## src/rtl/cpu_pkg.sv

```systemverilog
// Shared CPU definitions used by the multiply/divide unit and the control unit.
package cpu_pkg;
  typedef enum logic [1:0] {IDLE, MULT, DIV, DONE} md_state_t;

  localparam logic [5:0] FN_MULT = 6'h18;
  localparam logic [5:0] FN_DIV  = 6'h1A;
  localparam logic [5:0] FN_MFHI = 6'h10;
  localparam logic [5:0] FN_MFLO = 6'h12;

  localparam logic [7:0] DIV_ZERO_VEC = 8'd255;
endpackage

```

## src/rtl/mult_div_unit_if.sv

```systemverilog
// Request/result bundle between the control unit / datapath and the mult/div unit.
interface mult_div_unit_if #(parameter int WIDTH = 32);
  logic             start_mult;
  logic             start_div;
  logic [WIDTH-1:0] op_a;
  logic [WIDTH-1:0] op_b;
  logic [WIDTH-1:0] hi;
  logic [WIDTH-1:0] lo;
  logic             busy;
  logic             done;
  logic             div_zero;

  modport master (output start_mult, start_div, op_a, op_b,
                  input  hi, lo, busy, done, div_zero);
  modport slave  (input  start_mult, start_div, op_a, op_b,
                  output hi, lo, busy, done, div_zero);
endinterface

```

## src/rtl/md_abs_neg.sv

```systemverilog
// Conditional two's-complement negate: magnitude when neg=sign bit, sign fix otherwise.
module md_abs_neg #(parameter int WIDTH = 32) (
  input  logic [WIDTH-1:0] val,
  input  logic             neg,
  output logic [WIDTH-1:0] res
);
  assign res = neg ? (~val + WIDTH'(1)) : val;
endmodule

```

## src/rtl/mult_div_unit.sv

```systemverilog
// Iterative signed multiply (radix-2 Booth) / divide (restoring) producing HI/LO.
module mult_div_unit import cpu_pkg::*; #(parameter int WIDTH = 32) (
  input  logic            clk,
  input  logic            reset,
  mult_div_unit_if.slave  md
);
  localparam int CW = $clog2(WIDTH);
  localparam logic [CW-1:0] LAST = CW'(WIDTH - 1);

  md_state_t        state_q, state_d;
  logic [CW-1:0]    cnt_q, cnt_d;
  logic [WIDTH:0]   acc_q, acc_d;
  logic [WIDTH-1:0] q_q, q_d, mcand_q, mcand_d;
  logic             q1_q, q1_d;
  logic [WIDTH-1:0] rem_q, rem_d, quo_q, quo_d, dvs_q, dvs_d;
  logic             qneg_q, qneg_d, rneg_q, rneg_d;
  logic [WIDTH-1:0] hi_q, hi_d, lo_q, lo_d;
  logic             busy_q, busy_d, done_q, done_d, dz_q, dz_d;

  logic [WIDTH-1:0] mag_a, mag_b, quo_fix, rem_fix;
  logic [WIDTH:0]   mc_ext, sum, acc_sh;
  logic [WIDTH-1:0] q_sh, rem_st, quo_st;
  logic             q1_sh;
  logic [WIDTH:0]   shifted, trial;

  md_abs_neg #(.WIDTH(WIDTH)) u_abs_a (.val(md.op_a), .neg(md.op_a[WIDTH-1]), .res(mag_a));
  md_abs_neg #(.WIDTH(WIDTH)) u_abs_b (.val(md.op_b), .neg(md.op_b[WIDTH-1]), .res(mag_b));
  md_abs_neg #(.WIDTH(WIDTH)) u_fix_q (.val(quo_st),  .neg(qneg_q),           .res(quo_fix));
  md_abs_neg #(.WIDTH(WIDTH)) u_fix_r (.val(rem_st),  .neg(rneg_q),           .res(rem_fix));

  // One Booth step and one restoring step, evaluated every cycle.
  always_comb begin
    mc_ext = {mcand_q[WIDTH-1], mcand_q};
    sum    = acc_q;
    case ({q_q[0], q1_q})
      2'b01:   sum = acc_q + mc_ext;
      2'b10:   sum = acc_q - mc_ext;
      default: sum = acc_q;
    endcase
    acc_sh  = {sum[WIDTH], sum[WIDTH:1]};
    q_sh    = {sum[0], q_q[WIDTH-1:1]};
    q1_sh   = q_q[0];

    shifted = {rem_q, quo_q[WIDTH-1]};
    trial   = shifted - {1'b0, dvs_q};
    rem_st  = trial[WIDTH] ? shifted[WIDTH-1:0] : trial[WIDTH-1:0];
    quo_st  = {quo_q[WIDTH-2:0], ~trial[WIDTH]};
  end

  always_comb begin
    state_d = state_q;  cnt_d   = cnt_q;
    acc_d   = acc_q;    q_d     = q_q;    q1_d   = q1_q;   mcand_d = mcand_q;
    rem_d   = rem_q;    quo_d   = quo_q;  dvs_d  = dvs_q;
    qneg_d  = qneg_q;   rneg_d  = rneg_q;
    hi_d    = hi_q;     lo_d    = lo_q;
    busy_d  = busy_q;   done_d  = 1'b0;   dz_d   = 1'b0;
    case (state_q)
      IDLE: begin
        if (md.start_mult) begin
          state_d = MULT;  cnt_d = '0;  busy_d = 1'b1;
          acc_d   = '0;    q_d   = md.op_b;  q1_d = 1'b0;  mcand_d = md.op_a;
        end else if (md.start_div) begin
          if (md.op_b != '0) begin
            state_d = DIV;  cnt_d = '0;  busy_d = 1'b1;
            rem_d   = '0;   quo_d = mag_a;  dvs_d = mag_b;
            qneg_d  = md.op_a[WIDTH-1] ^ md.op_b[WIDTH-1];
            rneg_d  = md.op_a[WIDTH-1];
          end else begin
            dz_d = 1'b1;
          end
        end
      end
      MULT: begin
        acc_d = acc_sh;  q_d = q_sh;  q1_d = q1_sh;
        if (cnt_q == LAST) begin
          hi_d = acc_sh[WIDTH-1:0];  lo_d = q_sh;
          done_d = 1'b1;  state_d = DONE;
        end else begin
          cnt_d = cnt_q + CW'(1);
        end
      end
      DIV: begin
        rem_d = rem_st;  quo_d = quo_st;
        if (cnt_q == LAST) begin
          hi_d = rem_fix;  lo_d = quo_fix;
          done_d = 1'b1;  state_d = DONE;
        end else begin
          cnt_d = cnt_q + CW'(1);
        end
      end
      DONE: begin
        state_d = IDLE;  busy_d = 1'b0;
      end
      default: state_d = IDLE;
    endcase
  end

  always_ff @(posedge clk or posedge reset) begin
    if (reset) begin
      state_q <= IDLE;  cnt_q <= '0;
      acc_q   <= '0;    q_q   <= '0;  q1_q  <= 1'b0;  mcand_q <= '0;
      rem_q   <= '0;    quo_q <= '0;  dvs_q <= '0;
      qneg_q  <= 1'b0;  rneg_q <= 1'b0;
      hi_q    <= '0;    lo_q  <= '0;
      busy_q  <= 1'b0;  done_q <= 1'b0;  dz_q <= 1'b0;
    end else begin
      state_q <= state_d;  cnt_q <= cnt_d;
      acc_q   <= acc_d;    q_q   <= q_d;    q1_q  <= q1_d;  mcand_q <= mcand_d;
      rem_q   <= rem_d;    quo_q <= quo_d;  dvs_q <= dvs_d;
      qneg_q  <= qneg_d;   rneg_q <= rneg_d;
      hi_q    <= hi_d;     lo_q  <= lo_d;
      busy_q  <= busy_d;   done_q <= done_d;  dz_q <= dz_d;
    end
  end

  assign md.hi       = hi_q;
  assign md.lo       = lo_q;
  assign md.busy     = busy_q;
  assign md.done     = done_q;
  assign md.div_zero = dz_q;
endmodule
```

## src/flat_wrapper.sv

```systemverilog
// flat-port wrapper written by rule: the top's interface ports become plain ports
module mult_div_unit_flat import cpu_pkg::*;
#(parameter int WIDTH = 32)
  (clk, reset, md_start_mult, md_start_div, md_op_a, md_op_b, md_hi, md_lo, md_busy, md_done, md_div_zero);
  mult_div_unit_if #(.WIDTH(WIDTH)) md_i ();
  input  logic clk;
  input  logic reset;
  input wire logic [$bits(md_i.start_mult)-1:0] md_start_mult;
  input wire logic [$bits(md_i.start_div)-1:0] md_start_div;
  input wire logic [$bits(md_i.op_a)-1:0] md_op_a;
  input wire logic [$bits(md_i.op_b)-1:0] md_op_b;
  output wire logic [$bits(md_i.hi)-1:0] md_hi;
  output wire logic [$bits(md_i.lo)-1:0] md_lo;
  output wire logic [$bits(md_i.busy)-1:0] md_busy;
  output wire logic [$bits(md_i.done)-1:0] md_done;
  output wire logic [$bits(md_i.div_zero)-1:0] md_div_zero;
  assign md_i.start_mult = md_start_mult;
  assign md_i.start_div = md_start_div;
  assign md_i.op_a = md_op_a;
  assign md_i.op_b = md_op_b;
  assign md_hi = md_i.hi;
  assign md_lo = md_i.lo;
  assign md_busy = md_i.busy;
  assign md_done = md_i.done;
  assign md_div_zero = md_i.div_zero;
  mult_div_unit #(.WIDTH(WIDTH)) u_core (.clk(clk), .reset(reset), .md(md_i));
endmodule
```

## config.mk

```make
export PLATFORM = sky130hd
export DESIGN_NAME = mult_div_unit_flat
export DESIGN_NICKNAME = d
export VERILOG_FILES = /design/src/rtl/cpu_pkg.sv /design/src/rtl/mult_div_unit_if.sv /design/src/rtl/md_abs_neg.sv /design/src/rtl/mult_div_unit.sv /design/src/flat_wrapper.sv
export SDC_FILE = /design/constraint.sdc
export NUM_CORES = 1
export LEC_CHECK = 0
export ABC_AREA = 0
export CAP_MARGIN = 5
export CELL_PAD_IN_SITES_DETAIL_PLACEMENT = 0
export CELL_PAD_IN_SITES_GLOBAL_PLACEMENT = 1
export CORE_MARGIN = 3
export CORE_UTILIZATION = 46
export CTS_CLUSTER_DIAMETER = 60
export DETAILED_ROUTE_END_ITERATION = 6
export PLACE_DENSITY_LB_ADDON = 0.1
export SYNTH_ARGS = -nofsm -noshare
export SYNTH_HDL_FRONTEND = slang
export SYNTH_SLANG_ARGS = --single-unit
```

## constraint.sdc

```tcl
create_clock -name clk -period 11.9 [get_ports clk]
set_clock_uncertainty 0.05 [all_clocks]
set_input_delay 3.57 -clock clk [delete_from_list [all_inputs] [get_ports clk]]
set_output_delay 3.57 -clock clk [all_outputs]
set_load 0.03 [all_outputs]
```

# Yosys cells after proc, flatten, opt, wreduce, memory -nomap -nowiden

Index checks and enable logic that the tools add are counted.

Input bits: 68
Bits in registers: 270

Bitwise gates (word level): 7
Multiplexer cells: 46
Equal/unequal tests: 16
Reduce and logical (&&, ||, !) cells: 16
$add $sub $neg: 8

Operators with widths:

| cell                  | count |
|---|---|
| $mux 32               | 16 |
| $pmux 32 s2           | 5 |
| $pmux 33 s2           | 2 |
| $add 32x1->32 const B | 4 |
| $not 32->32           | 4 |
| $add 33x33->33        | 1 |
| $mux 33               | 1 |
| $sub 33x32->33        | 1 |
| $sub 33x33->33        | 1 |
| $reduce_bool 32->1    | 1 |
| $mux 5                | 4 |
| $reduce_and 4->1      | 3 |
| $mux 1                | 10 |
| $pmux 5 s2            | 1 |
| $reduce_bool 2->1     | 5 |
| $reduce_and 3->1      | 3 |
| $mux 2                | 4 |
| $ne 2x1->1 const B    | 4 |
| $ne 2x2->1 const B    | 4 |
| $eq 2x2->1 const B    | 3 |
| $pmux 2 s3            | 1 |
| $add 5x1->5 const B   | 1 |
| $eq 5x5->1 const B    | 1 |
| $eq 2x1->1 const B    | 2 |
| 8 further kinds       | 11 |

# Logic depth before layout (Yosys ltp)

Gate-level depths: netlist of the first run.

Word-level depth: 7
Depth in mapped cells: 24
Gate-level depth less buffers: 21

# Cells and area by module

A second synthesis of the first run with hierarchy kept.

Cell total of the unflattened synthesis: 2,118
Area total of the unflattened synthesis: 19,533.7 µm²

By module, submodules not included:

| module        | times used | area each (µm²) | cells each |
|---|---|---|---|
| mult_div_unit | 1          | 16,425.8        | 1,722 |
| md_abs_neg    | 4          | 777.0           | 99 |

# Least setup slack after synthesis of the first run

OpenSTA, ideal clock, no wires.

Path kind: input port to flip-flop
From: input md_op_b[14]
To: register u_core.dvs_q[29]
Data required time: 11.717 ns
Path slack: 5.402 ns
Arrival time: 6.315 ns
Stages: 9
Path buffers: 0
Path through: or4_1 > or4_1 > or2_1 > or3_1 > or3_1 > or4_1 > o21ai_1 > xor2_1 > a21oi_1

Cells in the longest elaborated chain, start to end: 3
Elaborated cells between the ends (all ways): 5

RTL lines:

| item                   | line                 | RTL |
|---|---|---|
| start: declaration     | flat_wrapper.sv:11   | `input wire logic [$bits(md_i.op_b)-1:0] md_op_b;` |
| $not 32->32            | md_abs_neg.sv:7      | `assign res = neg ? (~val + WIDTH'(1)) : val;` |
| $add 32x1->32          | md_abs_neg.sv:7      |  |
| $mux 32                | md_abs_neg.sv:7      |  |
| end signal: assignment | mult_div_unit.sv:109 | `rem_q <= rem_d; quo_q <= quo_d; dvs_q <= dvs_d;` |
| end: declaration       | mult_div_unit.sv:15  | `logic [WIDTH-1:0] rem_q, rem_d, quo_q, quo_d, dvs_q, dvs_d;` |

Several ways; a longest one is shown, not always the timed one.
A chain may end at the register's enable or synchronous reset.

# Worst setup path in the final report of the first run

From: input md_op_b[13]
To: register u_core.quo_q[2]

Cells in the longest elaborated chain, start to end: 3

RTL lines:

| item                       | line                 | RTL |
|---|---|---|
| $reduce_bool 32->1         | mult_div_unit.sv:63  | `if (md.op_b != '0) begin` |
| $ne 2x1->1 (no line)       | n/a                  |  |
| $reduce_and 4->1 (no line) | n/a                  |  |
| end signal: assignment     | mult_div_unit.sv:109 |  |
| end: declaration           | mult_div_unit.sv:15  |  |

Every way passes these cells.

==> flow_metrics.py, run 1 <==
metrics = {
    "status": {
        "status": "complete, but fails checks",
        "violations": "design-rule violations",
    },
    "clock_network": {
        "postCtsResizedCells": 0,
        "cts_made_buffers": 36,
        "cts_max_level": 2,
        "ctsRootBufferMaster": "clkbuf_16",
        "cts_max_path_buffers": 3,
        "tritoncts": "yes",
        "cts_setup_buffers": 0,
        "clk_latency_ns": 0.55,
        "ctsHoldBuffers": 0,
        "path_clk_slew_ns": 0.05,
        "cts_num_sinks": 269,
    },
    "detailed_routing": {
        "ant_nets": 0,
        "drt_pass1_iterations": 7,
        "wl_per_cell_microns": 21.8,
        "vias": 17700,
        "drt_iter0_markers": 1379,
        "drt_wl_total_microns": 64500,
        "avgViaCountPerCell": 5.99,
        "drc": 2,
    },
    "sta": {
        "post-route-min-period_ns": 7.62,
        "period_share_pct": 64.0,
        "finalSetupViolCount": 0,
        "slew_headroom_pct": 16.9,
        "finalHoldViolations": 0,
        "max_slew.worst_pin.slew_ns": 1.25,
        "max_freq_mhz": 131,
        "final_max_slew_viol_count": 0,
        "setup_tns_ns": 0,
        "rsz0062_at_grt": "false",
    },
    "yosys": {
        "synthArstFlopShare_pct": 100,
        "synth.net_count": 2482,
        "syn-cell-area_sq_mm": 0.0196,
        "ys_top_cells_by_area": "dfrtp_1 34%, o21ai_0 7.3%, nand2_1 5.9%, xnor2_1 5.3%, ha_1 4.9%",
        "synth_flop_cell": "dfrtp_1",
        "synth_top_area_share_pct": 34.4,
        "ys_ff_latch": 269,
        "synth_edf_count": 0,
        "seq_area_frac_synth_pct": 34.4,
        "synthCells": 2336,
        "post-synth-top-area-cell": "dfrtp_1",
        "yosysWarningCount": 0,
        "ys_types": 93,
        "syn_avg_cell_area_sq_um": 8.37,
    },
    "setup_path": {
        "path_class": "in2reg",
        "cp_slowest_cell": "buf_4",
        "start_kind": "primary input",
        "crit_family": "simple AND/OR/NAND/NOR gates",
        "rr_endpoint": "u_core.md.hi[28]",
        "crit_path_end_kind": "flip-flop",
        "crit_required_ns": 12.21,
        "cp_slowest_stage_delay_ns": 0.79,
        "crit_buf_inv": 3,
        "r2r-start": "u_core.rem_q[13]",
        "ff2ff_path_depth": 19,
        "path_cells": "clkdlybuf4s50_1, or4_1, or4_1, or2_1, nor4_1, nand2_1, or3_1, nor2b_4, buf_4, a21oi_4, buf_4, o21ai_0",
        "rrSetupSlack_ns": 5.52,
        "arrival_ns": 7.93,
        "path_max_fanout": 111,
    },
    "cells_and_area": {
        "n_antenna_cell": 0,
        "post-route-util_pct": 54.0,
        "syn_to_final_growth_pct": 14.3,
        "design_area_sq_mm": 0.0224,
        "finalNetCount": 2543,
        "layout-drive-gt1-share_pct": 7.03,
    },
    "grt": {
        "use_met1_pct": 38.2,
        "met3_usage_pct": 4.07,
        "grt_overflow": 0,
        "grt_usage_pct": 28.1,
        "met2_usage_pct": 47.1,
        "grt_max_degree": 112,
        "grt.busiest_layer": "met2",
        "antenna_found_initial": 1,
        "grt_pass1_vias": 16900,
        "grt_pass1_wl_microns": 97900,
    },
    "min_path": {
        "hold_path_depth": 2,
        "holdPathEnd": "u_core.md.hi[2]",
        "min-delay-path-class": "reg2reg",
        "worst_hold_startpoint": "u_core.md.hi[2]",
    },
    "floorplanning": {
        "core_area_sq_mm": 0.0414,
        "die_area_sq_mm": 0.0450,
        "fp.dieH_microns": 212,
        "initial_core_util_pct": 47.3,
        "num_io_pins": 135,
        "row_count": 74,
        "die_w_microns": 212,
    },
    "power": {
        "p_switching_w": 0.00331,
        "p_per_area_mw_per_mm2": 302,
        "ir_worst_vdd_uv": 178,
        "combPwrFrac_pct": 58.8,
        "internal_power_w": 0.00345,
        "pwr-share-seq_pct": 25.2,
        "p_total_w": 0.00676,
        "p_clk_share_pct": 15.9,
        "leakagePower_nw": 9.37,
        "p_sw_share_pct": 48.9,
    },
    "place": {
        "hpwlAfterDp_microns": 48800,
        "postPlaceCellArea_sq_mm": 0.0212,
        "io_buffers": 134,
        "gp_congestion": 0.888,
    },
    "job": {
        "maxCapViolCount": 0,
    },
}
## how the worst max path moves through the flow
stage / startpoint / end / slack, ns / cells after the start
floorplan: reset / u_core.acc_q[0] / 0.87 / 1
global placement: md_op_b[13] / u_core.rem_q[24] / 3.75 / 13
detailed placement: md_op_b[13] / u_core.rem_q[23] / 3.73 / 13
CTS: md_op_b[13] / u_core.rem_q[17] / 4.32 / 13
global route: md_op_b[13] / u_core.quo_q[1] / 3.88 / 12
finish: md_op_b[13] / u_core.quo_q[2] / 4.28 / 12
## metrics by stage
step                      setup WS (ns)  cells  hold slack [ns]
final                              4.28   2951            0.435
after global routing               3.88   2951            0.454
after CTS                          4.32   2951            0.437
after detailed placement           3.73   2891            0.421
after global placement             3.75   2891            0.413
after floorplan                   0.870   2336            0.400
## metal layers
| layer | part of all wire [%] | vias to the layer above |
|---|---|---|
| li1 | - | 8527 |
| met1 | 45 | 8622 |
| met2 | 48 | 444 |
| met3 | 5.1 | 82 |
| met4 | 2.4 | 2 |
| met5 | 0.020 | - |
## power by group through the flow
stage | clock, W | combinational [W] | sequential (W)
after detailed placement | 0 | 0.00394 | 0.00171
after global routing | 0.00113 | 0.00439 | 0.00174
after global placement | 0 | 0.00389 | 0.00170
final | 0.00108 | 0.00398 | 0.00171
after floorplan | 0 | 0.00276 | 0.00170
after CTS | 0.00110 | 0.00396 | 0.00170
## registers in the layout, indices dropped and copies added, names as in the netlist
| signal | count |
|---|---|
| u_core.state_q | 2 |
| u_core.md.done | 1 |
| u_core.md.div_zero | 1 |
| u_core.q_q | 32 |
| u_core.q1_q | 1 |
| u_core.cnt_q | 5 |
| u_core.quo_q | 32 |
| u_core.md.lo | 32 |
| u_core.md.busy | 1 |
| u_core.mcand_q | 32 |
| u_core.acc_q | 32 |
| u_core.md.hi | 32 |
| u_core.rem_q | 32 |
| u_core.qneg_q | 1 |
| u_core.dvs_q | 32 |
| u_core.rneg_q | 1 |
## cells in the mapped netlist, types with 4 or more instances
cell type    n
and2_1      20
a21boi_0     6
nand2_1    305
a21o_1      30
nand3_1     36
nand3b_1     6
dfrtp_1    269
a21oi_1    141
a22o_1      48
a41oi_1      6
and3_1       9
nor2b_1     12
nor3b_1      9
buf_2       17
or2_2       10
and4_1       5
buf_4        5
or3_1       24
nor2_1     173
nand4_1     11
o221ai_1    11
o31ai_1     33
mux2_2      49
a211oi_1    12
mux2i_1     84
xnor2_1    118
o41ai_1     14
or4_1       21
xor2_1      60
a31oi_1     18
o21bai_1     7
o21ai_0    284
nor3_1      43
o21ai_1      6
o21a_1      14
clkbuf_1    88
inv_1       76
nand2b_1    37
nor4_1      24
buf_1       14
o211ai_1    20
ha_1        76
a31o_2       4
## logic make-up after synthesis
logic type | synth area share, %
AOI/OAI and AO/OA | 22.6
xor gates and xnor gates | 8.11
and+or+nand+nor | 18.2
buffers and inverters | 4.27
DFF | 34.4
muxes | 7.31
adders and majority gates | 5.07
## tightest hold or removal path: stages (launching register included)
cell and delay, ns:
dfrtp_1 0.34, nand2_1 0.05, o21ai_0 0.06
## layout make-up
cell class / count / area [sq um]
clock buffers: 44 / 1000
clock inverters: 16 / 156
fillers: 3873 / 19000
inverters: 79 / 304
multi-input cells: 1861 / 12000
flip-flops and latches: 269 / 6730
well taps: 532 / 666
repair buffers: 150 / 1460
## cell usage in the layout, fill, tap and decap left out, types with 43 or more instances in the layout
cell type	instances
nor2_1	173
a21oi_1	141
clkdlybuf4s50_1	134
mux2i_1	84
ha_1	74
inv_1	75
a22o_1	48
nand2_1	305
mux2_2	49
xnor2_1	118
dfrtp_1	269
xor2_1	60
o21ai_0	284
nor3_1	43
Power figures use the tool's default switching activity.
==> run 2: changes to the inputs <==
Settings changed: CORE_UTILIZATION 46 to 42.
Clock period 11.9 ns to 6.5 ns, I/O delays scaled along.
==> run 2 against run 1 <==
Effect of this change:
- the run now ends clean
- routed wire length grew 1.6%
- register-to-register slack lost 4.9 ns
- final cell count grew 2.6%
- sequential share of layout area shrank 0.32 points
==> flow_metrics.py, run 2 (synthesis gave the netlist of run 1 again) <==
metrics = {
    "sta": {
        "period_share_pct": 89.7,
        "setup_tns_ns": 0,
        "max_freq_mhz": 171,
        "finalSetupViolCount": 0,
        "holdWs_ns": 0.432,
        "max_slew.worst_pin.slew_ns": 0.954,
        "slew_headroom_pct": 36.4,
        "post-route-min-period_ns": 5.83,
        "finalHoldViolations": 0,
        "rsz0062_at_grt": "false",
        "final_max_slew_viol_count": 0,
    },
    "power": {
        "ir_worst_vdd_uv": 296,
        "leakagePower_nw": 9.44,
        "p_total_w": 0.0126,
        "p_per_area_mw_per_mm2": 555,
    },
    "grt": {
        "grt_overflow": 0,
        "grt_usage_pct": 25.9,
        "grt_pass1_vias": 16700,
        "grt_pass1_wl_microns": 100000,
        "grt_max_degree": 180,
        "antenna_found_initial": 0,
    },
    "detailed_routing": {
        "drt_iter0_markers": 1288,
        "ant_nets": 0,
        "wl_per_cell_microns": 21.6,
        "avgViaCountPerCell": 5.81,
        "vias": 17600,
        "drc": 0,
        "drt_wl_total_microns": 65500,
        "drt_pass1_iterations": 5,
    },
    "cells_and_area": {
        "finalNetCount": 2550,
        "post-route-util_pct": 49.5,
        "n_antenna_cell": 0,
        "layout-drive-gt1-share_pct": 7.33,
        "final_common_cell": "nand2_1",
        "final_cell_mix": "305 x nand2_1, 284 x o21ai_0, 269 x dfrtp_1, 173 x nor2_1, 141 x a21oi_1",
        "syn_to_final_growth_pct": 15.6,
        "design_area_sq_mm": 0.0226,
    },
    "clock_network": {
        "path_clk_slew_ns": 0.06,
        "cts_max_path_buffers": 3,
        "cts_made_buffers": 38,
        "postCtsResizedCells": 0,
        "clk_latency_ns": 0.55,
        "tritoncts": "yes",
        "ctsRootBufferMaster": "clkbuf_16",
        "cts_setup_buffers": 0,
        "ctsHoldBuffers": 0,
        "cts_max_level": 2,
        "cts_num_sinks": 269,
    },
    "floorplanning": {
        "core_area_sq_mm": 0.0457,
        "die_w_microns": 222,
        "row_count": 78,
        "num_io_pins": 135,
        "initial_core_util_pct": 42.8,
        "fp.dieH_microns": 222,
        "die_area_sq_mm": 0.0492,
    },
    "place": {
        "gp_congestion": 0.887,
        "io_buffers": 134,
        "hpwlAfterDp_microns": 49800,
        "postPlaceCellArea_sq_mm": 0.0214,
    },
    "setup_path": {
        "cpMostUsedCell": "ha_1",
        "crit_required_ns": 6.86,
        "path_cells": "ha_1, o21a_1, a21boi_2, o211a_1, o2111a_2, o31a_4, xor2_4, o21ai_0, ha_1, inv_1, nor3b_1, nand2_1, mux2_2, a2111oi_0, a31oi_1, a32o_1, or3_1",
        "path_class": "reg2reg",
        "crit_path_end": "u_core.md.hi[28]",
        "crit_family": "compound AO/OA/AOI/OAI gates",
        "cp_slowest_cell": "a2111oi_0",
        "cp_slowest_stage_delay_ns": 0.60,
        "start_kind": "flip-flop",
        "rr_endpoint": "u_core.md.hi[28]",
        "crit_buf_inv": 1,
        "rrSetupSlack_ns": 0.67,
        "ff2ff_path_depth": 17,
        "r2r-start": "u_core.rem_q[2]",
        "crit_path_start": "u_core.rem_q[2]",
        "arrival_ns": 6.19,
        "crit_cells": 17,
        "crit_path_end_kind": "flip-flop",
        "path_max_fanout": 7,
    },
    "job": {
        "maxCapViolCount": 0,
    },
    "status": {
        "status": "finished clean",
    },
    "min_path": {
        "min-delay-path-class": "reg2reg",
    },
}
==> run 2: worst min path at each step <==
| stage | startpoint | to | slack (ns) | depth (start not counted) |
|---|---|---|---|---|
| after floorplan | u_core.dvs_q[31] | u_core.dvs_q[31] | 0.40 | 2 |
| after global placement | u_core.md.lo[24] | u_core.md.lo[24] | 0.42 | 2 |
| after detailed placement | u_core.md.hi[2] | u_core.md.hi[2] | 0.42 | 2 |
| after CTS | u_core.md.hi[2] | u_core.md.hi[2] | 0.43 | 2 |
| after global routing | u_core.md.hi[10] | u_core.md.hi[10] | 0.45 | 2 |
| final | u_core.md.hi[13] | u_core.md.hi[13] | 0.43 | 2 |
==> run 2: through the flow <==
step	cells	setup WS, ns
after global placement	2964	0.588
after detailed placement	2964	0.578
after floorplan	2336	0.947
after global routing	3027	0.184
after CTS	3027	0.761
final	3027	0.668
==> run 2: layer usage <==
metal | share of wire [%] | GRT usage (%) | vias up
li1 | - | - | 8512
met4 | 1.8 | 5.70 | 0
met2 | 47 | 43.0 | 442
met1 | 46 | 36.0 | 8558
met3 | 5.2 | 3.57 | 68
met5 | 0 | 0 | -
==> run 2: worst register-to-register path, stage by stage (launching register included) <==
cell and delay [ns]:
dfrtp_1 0.48, ha_1 0.38, o21a_1 0.21, a21boi_2 0.17, o211a_1 0.31, o2111a_2 0.31, o31a_4 0.40, xor2_4 0.21
o21ai_0 0.34, ha_1 0.23, inv_1 0.07, nor3b_1 0.56, nand2_1 0.24, mux2_2 0.33, a2111oi_0 0.60, a31oi_1 0.24
a32o_1 0.28, or3_1 0.29
==> run 2: cell type report <==
class	instances	area [sq um]
timing repair buffer	155	1540
sequential	269	6730
clock inverter	19	231
tap	600	751
multi-input combinational	1861	12000
fill	4452	23100
clock buffer	44	1010
inverter	79	300
==> run 2: report_power, final <==
group | total [W] | internal [W] | leakage, nW | switching, W
Sequential | 0.00310 | 0.00236 | 3.41 | 0.000742
Clock | 0.00209 | 0.00128 | 0.604 | 0.000810
Combinational | 0.00736 | 0.00281 | 5.42 | 0.00455
Total | 0.0126 | 0.00645 | 9.44 | 0.00611
